===== config.mk =====
export PLATFORM = sky130hd
export DESIGN_NAME = mem_arbiter
export DESIGN_NICKNAME = d
export VERILOG_FILES = /design/src/rtl/mem_arb_pkg.sv /design/src/rtl/mem_arb_pick.sv /design/src/rtl/mem_arbiter.sv
export SDC_FILE = /design/constraint.sdc
export NUM_CORES = 1
export LEC_CHECK = 0
export ABC_CLOCK_PERIOD_IN_PS = 3600
export BUFFER_PORTS_ARGS = -buffer_cell sky130_fd_sc_hd__buf_2
export CORE_MARGIN = 10
export CORE_UTILIZATION = 50
export DETAILED_ROUTE_END_ITERATION = 8
export PLACE_DENSITY = 0.84
export SLEW_MARGIN = 0
export SYNTH_ARGS = -nofsm -noshare
export SYNTH_HDL_FRONTEND = slang
export SYNTH_SLANG_ARGS = --single-unit
export TNS_END_PERCENT = 30

===== constraint.sdc =====
create_clock -name clk -period 3.6 [get_ports clk]
set_clock_uncertainty 0.05 [all_clocks]
set_input_delay 0.18 -clock clk [delete_from_list [all_inputs] [get_ports clk]]
set_output_delay 0.18 -clock clk [all_outputs]
set_load 0.01 [all_outputs]

===== src/rtl/mem_arb_pkg.sv =====
// Shared encodings for the two-port memory arbiter: FSM states and port indices.
package mem_arb_pkg;

    typedef enum logic [1:0] {
        IDLE  = 2'd0,
        GRANT = 2'd1,
        ACK   = 2'd2
    } arb_state_t;

    localparam logic PORT_CPU    = 1'b0;
    localparam logic PORT_LOADER = 1'b1;

endpackage


===== src/rtl/mem_arb_pick.sv =====
// Combinational winner selection between the CPU and loader ports.
// MEM_ARB_ROUND_ROBIN_EN: a tie goes to the port not served last; otherwise the CPU always wins.
module mem_arb_pick
    import mem_arb_pkg::*;
(
    input  logic i_req0,
    input  logic i_req1,
    input  logic i_last_served,
    output logic o_winner
);

`ifdef MEM_ARB_ROUND_ROBIN_EN
    always_comb begin
        o_winner = PORT_CPU;
        if (i_req0 && i_req1) begin
            o_winner = ~i_last_served;
        end else if (i_req1) begin
            o_winner = PORT_LOADER;
        end
    end
`else
    logic w_unused_last;
    assign w_unused_last = i_last_served;

    // With no request the result is ignored, so req1 alone decides nothing extra.
    assign o_winner = i_req0 ? PORT_CPU : PORT_LOADER;
`endif

endmodule


===== src/rtl/mem_arbiter.sv =====
// Two-port (CPU / loader) arbiter in front of a single registered-read RAM.
// Define MEM_ARB_ROUND_ROBIN_EN to replace fixed CPU priority with round-robin tie breaking.
module mem_arbiter
    import mem_arb_pkg::*;
#(
    parameter int ADDR_W = 8,
    parameter int DATA_W = 8
) (
    input  logic              clk,
    input  logic              reset,
    input  logic              req0,
    input  logic              req1,
    input  logic              we0,
    input  logic              we1,
    input  logic [ADDR_W-1:0] addr0,
    input  logic [ADDR_W-1:0] addr1,
    input  logic [DATA_W-1:0] wdata0,
    input  logic [DATA_W-1:0] wdata1,
    output logic              gnt0,
    output logic              gnt1,
    output logic              ack0,
    output logic              ack1,
    output logic [DATA_W-1:0] rdata0,
    output logic [DATA_W-1:0] rdata1,
    output logic [ADDR_W-1:0] mem_addr,
    output logic [DATA_W-1:0] mem_wdata,
    output logic              mem_we,
    input  logic [DATA_W-1:0] mem_rdata
);

    arb_state_t        r_state;
    arb_state_t        w_next_state;
    logic              r_win;
    logic              r_we;
    logic [ADDR_W-1:0] r_mem_addr;
    logic [DATA_W-1:0] r_mem_wdata;
    logic [DATA_W-1:0] r_rdata0;
    logic [DATA_W-1:0] r_rdata1;

    logic              w_pick;
    logic              w_last_served;
    logic              w_load;
    logic              w_sel_we;
    logic [ADDR_W-1:0] w_sel_addr;
    logic [DATA_W-1:0] w_sel_wdata;

    mem_arb_pick u_pick (
        .i_req0        (req0),
        .i_req1        (req1),
        .i_last_served (w_last_served),
        .o_winner      (w_pick)
    );

`ifdef MEM_ARB_ROUND_ROBIN_EN
    // Pointer names the port that wins the next tie.
    logic r_rr_ptr;

    always_ff @(posedge clk or negedge reset) begin
        if (!reset) begin
            r_rr_ptr <= PORT_CPU;
        end else if (r_state == ACK) begin
            r_rr_ptr <= ~r_win;
        end
    end

    assign w_last_served = ~r_rr_ptr;
`else
    assign w_last_served = PORT_LOADER;
`endif

    always_ff @(posedge clk or negedge reset) begin
        if (!reset) begin
            r_state <= IDLE;
        end else begin
            r_state <= w_next_state;
        end
    end

    always_comb begin
        w_next_state = r_state;
        case (r_state)
            IDLE:    if (req0 || req1) w_next_state = GRANT;
            GRANT:   w_next_state = ACK;
            ACK:     w_next_state = (req0 || req1) ? GRANT : IDLE;
            default: w_next_state = IDLE;
        endcase
    end

    // GRANT is only entered from IDLE or ACK, so this marks a freshly sampled request.
    assign w_load      = (w_next_state == GRANT);
    assign w_sel_we    = (w_pick == PORT_CPU) ? we0    : we1;
    assign w_sel_addr  = (w_pick == PORT_CPU) ? addr0  : addr1;
    assign w_sel_wdata = (w_pick == PORT_CPU) ? wdata0 : wdata1;

    always_ff @(posedge clk or negedge reset) begin
        if (!reset) begin
            r_win       <= PORT_CPU;
            r_we        <= 1'b0;
            r_mem_addr  <= '0;
            r_mem_wdata <= '0;
        end else if (w_load) begin
            r_win       <= w_pick;
            r_we        <= w_sel_we;
            r_mem_addr  <= w_sel_addr;
            r_mem_wdata <= w_sel_wdata;
        end
    end

    always_ff @(posedge clk or negedge reset) begin
        if (!reset) begin
            r_rdata0 <= '0;
            r_rdata1 <= '0;
        end else if (r_state == ACK && !r_we) begin
            if (r_win == PORT_CPU) begin
                r_rdata0 <= mem_rdata;
            end else begin
                r_rdata1 <= mem_rdata;
            end
        end
    end

    assign gnt0      = (r_state == GRANT) && (r_win == PORT_CPU);
    assign gnt1      = (r_state == GRANT) && (r_win == PORT_LOADER);
    assign ack0      = (r_state == ACK)   && (r_win == PORT_CPU);
    assign ack1      = (r_state == ACK)   && (r_win == PORT_LOADER);
    assign mem_we    = (r_state == GRANT) && r_we;
    assign mem_addr  = r_mem_addr;
    assign mem_wdata = r_mem_wdata;

    // The RAM output is itself a register; passing it through during ACK makes read data valid with the ack pulse.
    assign rdata0 = (ack0 && !r_we) ? mem_rdata : r_rdata0;
    assign rdata1 = (ack1 && !r_we) ? mem_rdata : r_rdata1;

endmodule


Yosys cells after proc, flatten, opt, wreduce, memory -nomap -nowiden
Cells that the tools add are included.
{ "word_totals": {"register_bits": 36, "out_inout_bits": 37} }
{ "op_classes": {"n_mux": 9, "n_eq_ne": 3, "bitwise": 1, "reduce_logical": 13} }
{ "ops": {"columns": ["operator", "count"], "rows": [
  ["$mux W8", 4],
  ["$logic_and A1 B1 Y1", 8],
  ["$pmux W2 S3", 1],
  ["$eq A2 B1 Y1 const B", 2],
  ["$reduce_and A2 Y1", 2],
  ["$mux W1", 3],
  ["$eq A2 B2 Y1 const B", 1],
  ["$logic_not A2 Y1", 1],
  ["$mux W2", 1],
  ["$logic_not A1 Y1", 1],
  ["$logic_or A1 B1 Y1", 1],
  ["$not A1 Y1", 1]
]} }

Logic depth before layout (Yosys ltp)
Gate-level depths: netlist (run 1).
{ "depth": {"ltp_word": 4, "depth_mapped": 6, "depth_no_buf": 3} }

Hierarchy
From an unflattened synthesis (run 1), not the netlist that was laid out.
{ "hier_totals": {"cells_unflattened": 121, "area_unflattened_um2": 1853.0} }
{ "modules_own_cells": {"columns": ["module", "seq_area_each_um2", "n_inst", "area_per_inst_um2", "cells_per_inst"], "rows": [
  ["mem_arbiter", 900.9, 1, 1849.3, 120],
  ["mem_arb_pick", 0.0, 1, 3.8, 1]
]} }

Worst setup path before layout (run 1)
OpenSTA, ideal clock, no wires.
{ "synth_timing": {"path_kind": "register to output", "from": "register r_win", "to": "output rdata1[0]", "stages_incl_launch_ff": 6, "path_slack_ns": 1.979, "path_buffers": 2, "arrival_time_ns": 1.391, "cell_sequence": "dfrtp_1 and3b_1 nor2b_4 buf_6 buf_12 mux2_4"} }
{ "synth_between": {"elab_chain_cells": 3} }
{ "synth_lines": {"columns": ["item", "line_no", "source"], "rows": [
  ["start, declared", "mem_arbiter.sv:33", "logic r_win;"],
  ["start signal, assigned", "mem_arbiter.sv:102", "r_win <= w_pick;"],
  ["$logic_and A1 B1 Y1", "mem_arbiter.sv:125", "assign ack1 = (r_state == ACK) && (r_win == PORT_LOADER);"],
  ["named net ack1", "mem_arbiter.sv:22", "output logic ack1,"],
  ["$logic_and A1 B1 Y1", "mem_arbiter.sv:132", "assign rdata1 = (ack1 && !r_we) ? mem_rdata : r_rdata1;"],
  ["$mux W8", "mem_arbiter.sv:132", null],
  ["end, declared", "mem_arbiter.sv:24", "output logic [DATA_W-1:0] rdata1,"]
]} }
The timed path passes the listed nets, and every way through them passes these cells.

Final worst setup path (run 1)
{ "layout_timing": {"from": "register r_state[0]", "to": "output rdata0[5]"} }
{ "layout_between": {"elab_chain_cells": 4} }
{ "layout_lines": {"columns": ["item", "line_no", "source"], "rows": [
  ["start, declared", "mem_arbiter.sv:31", "arb_state_t r_state;"],
  ["start signal, assigned", "mem_arbiter.sv:75", "r_state <= w_next_state;"],
  ["$eq A2 B2 Y1", "mem_arbiter.sv:124", "assign ack0 = (r_state == ACK) && (r_win == PORT_CPU);"],
  ["$logic_and A1 B1 Y1", "mem_arbiter.sv:124", null],
  ["$logic_and A1 B1 Y1", "mem_arbiter.sv:131", "assign rdata0 = (ack0 && !r_we) ? mem_rdata : r_rdata0;"],
  ["$mux W8", "mem_arbiter.sv:131", null],
  ["end, declared", "mem_arbiter.sv:23", "output logic [DATA_W-1:0] rdata0,"]
]} }
Every way passes these cells.

==> out/qor.txt, run 1 <==
Synth-to-layout area growth: 26.5%
Final HPWL DP: 3.52 mm
IO buf count: 82
Slew @ Worst Pin: 1.19 ns
Worst EP arrival: 2.17 ns
Clk root buf: clkbuf_8
Crit path max fanout: 20
Final Hold Vio Count: 0
CP required: 3.37 ns
Max-slew violation count: 0
# rows: 22
Diode count: 0
TritonCTS sink count: 36
Fmax: 417 MHz
Worst setup SP type: register
Final min period: 2.40 ns
Register area share after synthesis: 48.6%
Width of the die: 80.9 um
Antenna violations before repair: 0
Via-to-Cell Ratio: 5.18
Aggregate global-route resource usage: 14.1%
Die area: 0.00654 sq mm
Nets@finish: 288
Non-filler cells, final: 291
Distinct cells, synth: 24
Synth Area per Inst: 11.3 sq um
Vias: 1506
Post-CTS sizing: 0
Initial Util: 51.0%
CP Capture Type: output port
Dpl cell area: 0.00225 sq mm
Status: finished, final reports clean
CTS max path bufs: 2
Routed WL: 4.55 mm
Total power draw: 1.48 mW
Slew margin rel.: 20.8%
Post-Synthesis Net Count: 210
Largest net degree at the start of global routing: 37
Post-CTS setup buffer count: 0
Design Area, Final: 0.00235 sq mm
Leading cell types in the layout, fill and taps excluded: buf_2 (82), dfrtp_1 (36), nor2_1 (35), mux2_2 (22)
Num CTS Buffers: 5
Pleak: 1.11 nW
Placeable Area: 0.00363 sq mm
Peak VDD IR: 259 uV
FILL cells: 328
Synth Instances: 164
FF+latch count, synth: 36
Worst Hold Class: input port to register
Critical path class: register to output port
GR Overflow Total: 0
Cell Area, Synth: 0.00185 sq mm
H-tree lvl count: 2
First-pass GRT wire length: 7.44 mm
Inst Count DP: 282
Initial DRC Count: 45
Die Y-Extent: 80.9 um
Clock Latency Late Sink: 0.28 ns
Per-cell routed wire length: 15.6 um
YS warnings: 0
Total of max-cap violations: 0
Layout cells sized above 1: 51.9%
Commonest non-fill, non-tap cell in the layout: buf_2
RSZ-0062 raised after global routing: false
PwrDens: 630 mW/mm^2
Util after Layout: 64.6%
Routed Antenna Nets: 0
CTS clock-pin slew for the worst setup and hold paths: 0.06 ns
Setup-failing EPs final: 0
DR pass1 iterations: 4
Setup TNS Final: 0 ns
Vias in the first global route: 1602
Hold-fix buffers, CTS: 1
CTS tree: yes
Final Cycle Share: 66.5%
Final GP Congestion: 0.721
# IOs: 83
DRC violation count after routing: 0
[report_power, final]
group | total, mW | internal, mW | leakage [nW] | switching [mW]
logic | 0.570 | 0.319 | 0.646 | 0.250
registers | 0.623 | 0.540 | 0.421 | 0.0832
clock network | 0.286 | 0.156 | 0.0455 | 0.130
[synthesized netlist by cell type]
master | instances | area share (%)
mux2_2 | 22 | 13
a21oi_1 | 2 | 0.54
and2_1 | 2 | 0.67
buf_12 | 1 | 1.1
nor2b_4 | 1 | 0.74
buf_4 | 2 | 0.81
clkbuf_1 | 4 | 0.81
buf_2 | 5 | 1.3
o221a_2 | 1 | 0.61
nand2b_1 | 2 | 0.67
a211oi_1 | 16 | 6.5
inv_1 | 1 | 0.20
dfrtp_1 | 36 | 49
o22ai_1 | 16 | 5.4
nor2b_1 | 1 | 0.34
and2_2 | 1 | 0.41
or2_2 | 1 | 0.34
nor3_1 | 1 | 0.27
mux2_4 | 10 | 8.1
buf_6 | 1 | 0.61
nand2_1 | 1 | 0.20
and3b_1 | 1 | 0.47
nor2_1 | 35 | 7.1
nor3_4 | 1 | 0.88
[metrics by stage]
| stage | setup slack, ns | hold slack [ns] |
|---|---|---|
| floorplan | 1.98 | -0.166 |
| global placement | 1.50 | 0.257 |
| detailed placement | 1.50 | 0.257 |
| CTS | 1.17 | 0.0583 |
| global route | 1.05 | 0.0849 |
| finish | 1.20 | 0.0718 |
[area by class of cell]
| class | instances | area, sq um | area share, % |
|---|---|---|---|
| Multi-Input combinational cell | 114 | 863 | 36.8 |
| Timing Repair Buffer | 84 | 428 | 18.2 |
| Clock buffer | 8 | 90.1 | 3.84 |
| Tap cell | 48 | 60.1 | 2.56 |
| Inverter | 1 | 3.75 | 0.160 |
| Sequential cell | 36 | 901 | 38.4 |
[worst max-delay path: stages (launching register included)]
cell      delay (ns)
dfrtp_1         0.37
buf_4           0.20
nand2b_1        0.20
nor3_4          0.57
mux2_2          0.41
buf_2           0.14
[routing by layer]
layer  wire length, um  global-route usage (%)  part of all wire (%)  up-vias
met4                62                    4.67                   1.4        0
met5                 0                       0                     0        -
li1                  -                       -                     -      749
met2              1980                    21.7                    44       70
met1              1920                    16.5                    42      681
met3               581                    7.73                    13        6
[worst paths after layout]
check	startpoint	to	slack, ns	cells past startpoint
max reg2reg	r_state[0]$_DFF_PN0_	r_rdata0[2]$_DFFE_PN0P_	1.69	4
max	r_state[0]$_DFF_PN0_	rdata0[5]	1.20	5
min in group asynchronous	reset	r_rdata1[1]$_DFFE_PN0P_	0.47	2
max in group asynchronous	reset	r_rdata1[3]$_DFFE_PN0P_	2.54	2
min	req0	r_win$_DFFE_PN0N_	0.07	2
min reg2reg	r_rdata0[3]$_DFFE_PN0P_	r_rdata0[3]$_DFFE_PN0P_	0.45	1
[logic make-up after synthesis]
| kind of cell | Yosys count | synth area share, % |
|---|---|---|
| buf+inv | 14 | 4.86 |
| simple gates | 47 | 12.1 |
| mux | 32 | 21.5 |
| flops | 36 | 48.6 |
| compound gates | 35 | 13.0 |
[state kept, by name, summed over array words and instances, names as in the netlist]
register,cells
r_state,2
mem_wdata,8
r_rdata0,8
r_win,1
r_rdata1,8
r_we,1
mem_addr,8
No activity file was read; power rests on OpenSTA's default activity.
==> inputs of run 2 (changes only) <==
Settings changed: ABC_CLOCK_PERIOD_IN_PS 3600 to 1900, CORE_UTILIZATION 50 to 42, PLACE_DENSITY 0.84 to 0.75.
Clock period 3.6 ns to 1.9 ns, I/O delays scaled along.
==> run 2 against run 1 <==
Net effect: sequential power grew 89%; clock power grew 94%; hold slack got worse by 0.042 ns; non-clock buffer count up 13; count of clock-buffer cells in the layout down 2; setup slack worse by 1.1 ns; combinational power rose by 140%; critical endpoint is now rdata1[6].
==> out/qor.txt, run 2 (synthesized netlist as in run 1, its figures left out) <==
Most Used Layer, Global Route: met2
Worst EP arrival: 1.70 ns
CP Capture Type: output port
Diode count: 0
FILL cells: 368
Fmax: 543 MHz
CP cell instances: and3b_1, nor2b_4, buf_12, mux2_4, buf_2
Util after Layout: 60.0%
Final min period: 1.84 ns
Via-to-Cell Ratio: 5.05
Total power draw: 3.07 mW
Setup-failing EPs final: 0
Slew margin rel.: 45.9%
Aggregate global-route resource usage: 12.3%
Reg2Reg Depth: 6
Placeable Area: 0.00432 sq mm
GR Overflow Total: 0
First-pass GRT wire length: 7.53 mm
Slowest CP cell: dfrtp_2
Clk root buf: clkbuf_8
Worst reg2reg startpoint: r_state[0]$_DFF_PN0_
Synth-to-layout area growth: 39.8%
DR pass1 iterations: 4
H-tree lvl count: 2
Setup TNS Final: 0 ns
Pleak: 1.22 nW
CTS max path bufs: 2
# rows: 24
Hold Worst Slack: 0.0302 ns
Initial DRC Count: 52
Dpl cell area: 0.00230 sq mm
Critical path class: register to output port
Met3 Resource Use GR: 6.57%
Peak VDD IR: 562 uV
Routed Antenna Nets: 0
Crit path max fanout: 16
Commonest non-fill, non-tap cell in the layout: buf_2
Per-cell routed wire length: 15.5 um
Largest net degree at the start of global routing: 37
Setup crit start: r_win$_DFFE_PN0N_
Final Hold Vio Count: 0
Worst Hold Class: input port to register
Final HPWL DP: 3.54 mm
Leading cell types in the layout, fill and taps excluded: buf_2 (68), nor2_1 (35), dfrtp_1 (34), mux2_2 (22)
WHS Path Cells: 2
Pre-CTS WS: 0.303 ns
Final Cycle Share: 96.9%
Clock Latency Late Sink: 0.28 ns
PwrDens: 1190 mW/mm^2
Total of max-cap violations: 0
CP Depth: 5
Cell family with most CP delay: flip-flops
Design Area, Final: 0.00259 sq mm
Vias in the first global route: 1628
Die area: 0.00747 sq mm
Slew @ Worst Pin: 0.812 ns
RSZ-0062 raised after global routing: true
CP peak stage delay: 0.43 ns
Worst setup SP type: register
Reg2reg end: r_rdata0[3]$_DFFE_PN0P_
CTS clock-pin slew for the worst setup and hold paths: 0.07 ns
Worst setup path end: rdata1[6]
Met2 Usage GRT: 20.2%
Width of the die: 86.4 um
IO buf count: 82
# IOs: 83
Status: finished, final reports clean
Inst Count DP: 291
Num CTS Buffers: 5
DRC violation count after routing: 0
Fin worst setup slack: 0.0584 ns
CP required: 1.75 ns
Layout cells sized above 1: 56.3%
TritonCTS sink count: 36
Routed WL: 4.78 mm
Vias: 1556
Flop2flop setup slack: 0.27 ns
Nets@finish: 301
WP buf/inv: 2
Final GP Congestion: 0.714
Met1 Track Usage GR: 13.8%
Antenna violations before repair: 0
Max-slew violation count: 0
Die Y-Extent: 86.4 um
Non-filler cells, final: 308
CTS tree: yes
Initial Util: 42.9%
run 2: worst min path at each step:
| stage | endpoint | slack [ns] | startpoint |
|---|---|---|---|
| 6_report | r_we$_DFFE_PN0N_ | 0.03 | we0 |
| 5_1_grt | r_we$_DFFE_PN0N_ | 0.03 | we0 |
| 4_1_cts | r_we$_DFFE_PN0N_ | 0.02 | we0 |
| 3_5_place_dp | r_rdata1[3]$_DFFE_PN0P_ | 0.18 | reset |
| 3_3_place_gp | r_rdata0[3]$_DFFE_PN0P_ | 0.17 | reset |
| 2_1_floorplan | mem_addr[0]$_DFFE_PN0N_ | -0.25 | reset |
run 2: worst reg2reg max path, delay by kind of cell (launching register included):
family | cells | cell delay (ns)
and+or+nand+nor | 2 | 0.37
buffers and inverters | 3 | 0.40
DFF | 1 | 0.39
muxes | 1 | 0.31
run 2: per-layer routing:
layer	share of wire (%)	vias up	wire [um]
li1	-	776	-
met1	45	713	2140
met2	46	62	2180
met3	8.7	5	416
met4	0.96	0	46
met5	0	-	0
run 2: area by class of cell:
cell class	count	area (sq um)	share of cell area, %
Clock inverter	2	10.0	0.386
Multi-Input combinational cell	114	871	33.6
Inverter	1	7.51	0.290
Sequential cell	36	903	34.8
Tap cell	52	65.1	2.51
Timing Repair Buffer	97	653	25.2
Clock buffer	6	82.6	3.19
run 2: what timing repair did:
| action | in CTS | in global routing |
|---|---|---|
| gates cloned | 0 | 1 |
| hold endpoints to repair | 37 | 0 |
| endpoints found under the setup margin | 8 | 17 |
| hold buffers | 2 | 0 |
| buffers inserted | 0 | 6 |
| resized for setup | 1 | 19 |
| pin swaps | 0 | 2 |
run 2: where the power goes:
group          leakage [nW]  switching, mW  internal, mW  total [mW]
clock                0.0510          0.266         0.289       0.555
combinational         0.748          0.518         0.817        1.34
sequential            0.419          0.158          1.02        1.18
total                  1.22          0.943          2.13        3.07
==> inputs of run 3 (changes only) <==
Settings changed: CORE_MARGIN 10 to 3, CORE_UTILIZATION 42 to 44, CTS_BUF_LIST from default to sky130_fd_sc_hd__clkbuf_4 sky130_fd_sc_hd__clkbuf_8, PLACE_DENSITY 0.75 to 0.78.
==> run 3 against run 2 <==
Net effect: non-clock buffer count rose by 8; critical path depth did not move; setup slack improved by 0.013 ns; flip-flop and latch count did not move; die area fell by 33%.
==> out/qor.txt, run 3 (synthesized netlist as in run 1, its figures left out) <==
DRC violation count after routing: 0
Routed Antenna Nets: 0
Num CTS Buffers: 5
Clock Latency Late Sink: 0.28 ns
Final min period: 1.83 ns
# IOs: 83
Status: finished, final reports clean
# rows: 22
Slew @ Worst Pin: 0.794 ns
Max-slew violation count: 0
CTS max path bufs: 2
Final Cycle Share: 96.2%
Die Y-Extent: 70.9 um
IO buf count: 82
Worst setup SP type: register
Synth-to-layout area growth: 40.1%
Routed WL: 4.43 mm
Dpl cell area: 0.00230 sq mm
Crit path max fanout: 8
Vias in the first global route: 1518
Final Hold Vio Count: 0
Total of max-cap violations: 0
Initial DRC Count: 64
Initial Util: 48.1%
H-tree lvl count: 2
Util after Layout: 67.4%
Setup TNS Final: 0 ns
Setup-failing EPs final: 0
PwrDens: 1130 mW/mm^2
FILL cells: 316
Clk root buf: clkbuf_8
RSZ-0062 raised after global routing: true
Commonest non-fill, non-tap cell in the layout: buf_2
Nets@finish: 309
Via-to-Cell Ratio: 5.14
Per-cell routed wire length: 14.2 um
CP required: 1.75 ns
CTS clock-pin slew for the worst setup and hold paths: 0.07 ns
TritonCTS sink count: 36
Leading cell types in the layout, fill and taps excluded: buf_2 (79), nor2_1 (35), dfrtp_1 (35), mux2_2 (21), buf_4 (17)
Peak VDD IR: 496 uV
CP Capture Type: output port
Final HPWL DP: 3.07 mm
Largest net degree at the start of global routing: 37
Aggregate global-route resource usage: 17.4%
Worst Hold Class: input port to register
Layout cells sized above 1: 56.7%
Pleak: 1.26 nW
Total power draw: 2.94 mW
Placeable Area: 0.00385 sq mm
Vias: 1598
Hold Worst Slack: 0.0375 ns
Antenna violations before repair: 0
DR pass1 iterations: 4
Final GP Congestion: 0.737
Diode count: 0
Slew margin rel.: 47.1%
CTS tree: yes
Design Area, Final: 0.00260 sq mm
Fmax: 547 MHz
Die area: 0.00503 sq mm
Critical path class: register to output port
Width of the die: 70.9 um
Worst EP arrival: 1.68 ns
First-pass GRT wire length: 7.13 mm
GR Overflow Total: 0
[run 3: cell types whose count changed in the layout (fill, tap and decap cells not counted), moves of 2 or more]
cell      change
buf_6        -11
buf_2        +11
clkinv_2      -2
buf_4         +7
[run 3: cell type report]
class,instances,area [sq um],area share (%)
repair buffers,105,662,25.5
flip-flops and latches,36,902,34.7
multi-input cells,114,875,33.7
inverters,1,3.75,0.144
well taps,48,60.1,2.31
clock buffers,7,96.3,3.71
[run 3: timing repair]
item | in CTS | in global routing
resized for setup | 1 | 7
endpoints found under the setup margin | 8 | 16
cloned | 0 | 2
hold endpoints to repair | 37 | 0
pin swaps | 0 | 1
setup buffers | 0 | 13
hold buffers | 2 | 0
[run 3: metrics by stage]
| stage | cells | setup slack (ns) |
|---|---|---|
| after floorplan | 164 | 0.358 |
| after global placement | 287 | 0.320 |
| after detailed placement | 287 | 0.302 |
| after CTS | 296 | 0.00486 |
| after global routing | 311 | -0.0102 |
| final | 311 | 0.0718 |
[run 3: final timing paths]
kind,from,end,slack (ns),depth (start not counted)
max,r_state[0]$_DFF_PN0_,rdata0[1],0.07,5
min,addr1[0],mem_addr[0]$_DFFE_PN0N_,0.04,3
max reg2reg,r_state[1]$_DFF_PN0_,r_rdata1[5]$_DFFE_PN0P_,0.14,7
min reg2reg,r_rdata1[7]$_DFFE_PN0P_,r_rdata1[7]$_DFFE_PN0P_,0.46,1
max in group asynchronous,reset,r_win$_DFFE_PN0N_,0.86,2
min in group asynchronous,reset,r_rdata1[2]$_DFFE_PN0P_,0.39,2
[run 3: critical path: stages (launching register included)]
cell and delay [ns]:
dfrtp_1 0.39, nand2b_4 0.16, nor3_4 0.22, buf_8 0.16
mux2_2 0.33, buf_2 0.14
[run 3: routing by layer]
metal / vias up / global-route usage, % / part of all wire [%]
li1: 788 / - / -
met1: 746 / 21.7 / 43
met2: 58 / 29.1 / 50
met3: 6 / 5.26 / 6.5
met4: 0 / 5.01 / 0.97
met5: - / 0 / 0
[run 3: report_power, final]
part | leakage (nW) | switching, mW | total (mW) | internal [mW]
Clock | 0.0503 | 0.250 | 0.573 | 0.323
Combinational | 0.786 | 0.483 | 1.18 | 0.695
Sequential | 0.420 | 0.163 | 1.19 | 1.02
Total | 1.26 | 0.896 | 2.94 | 2.04
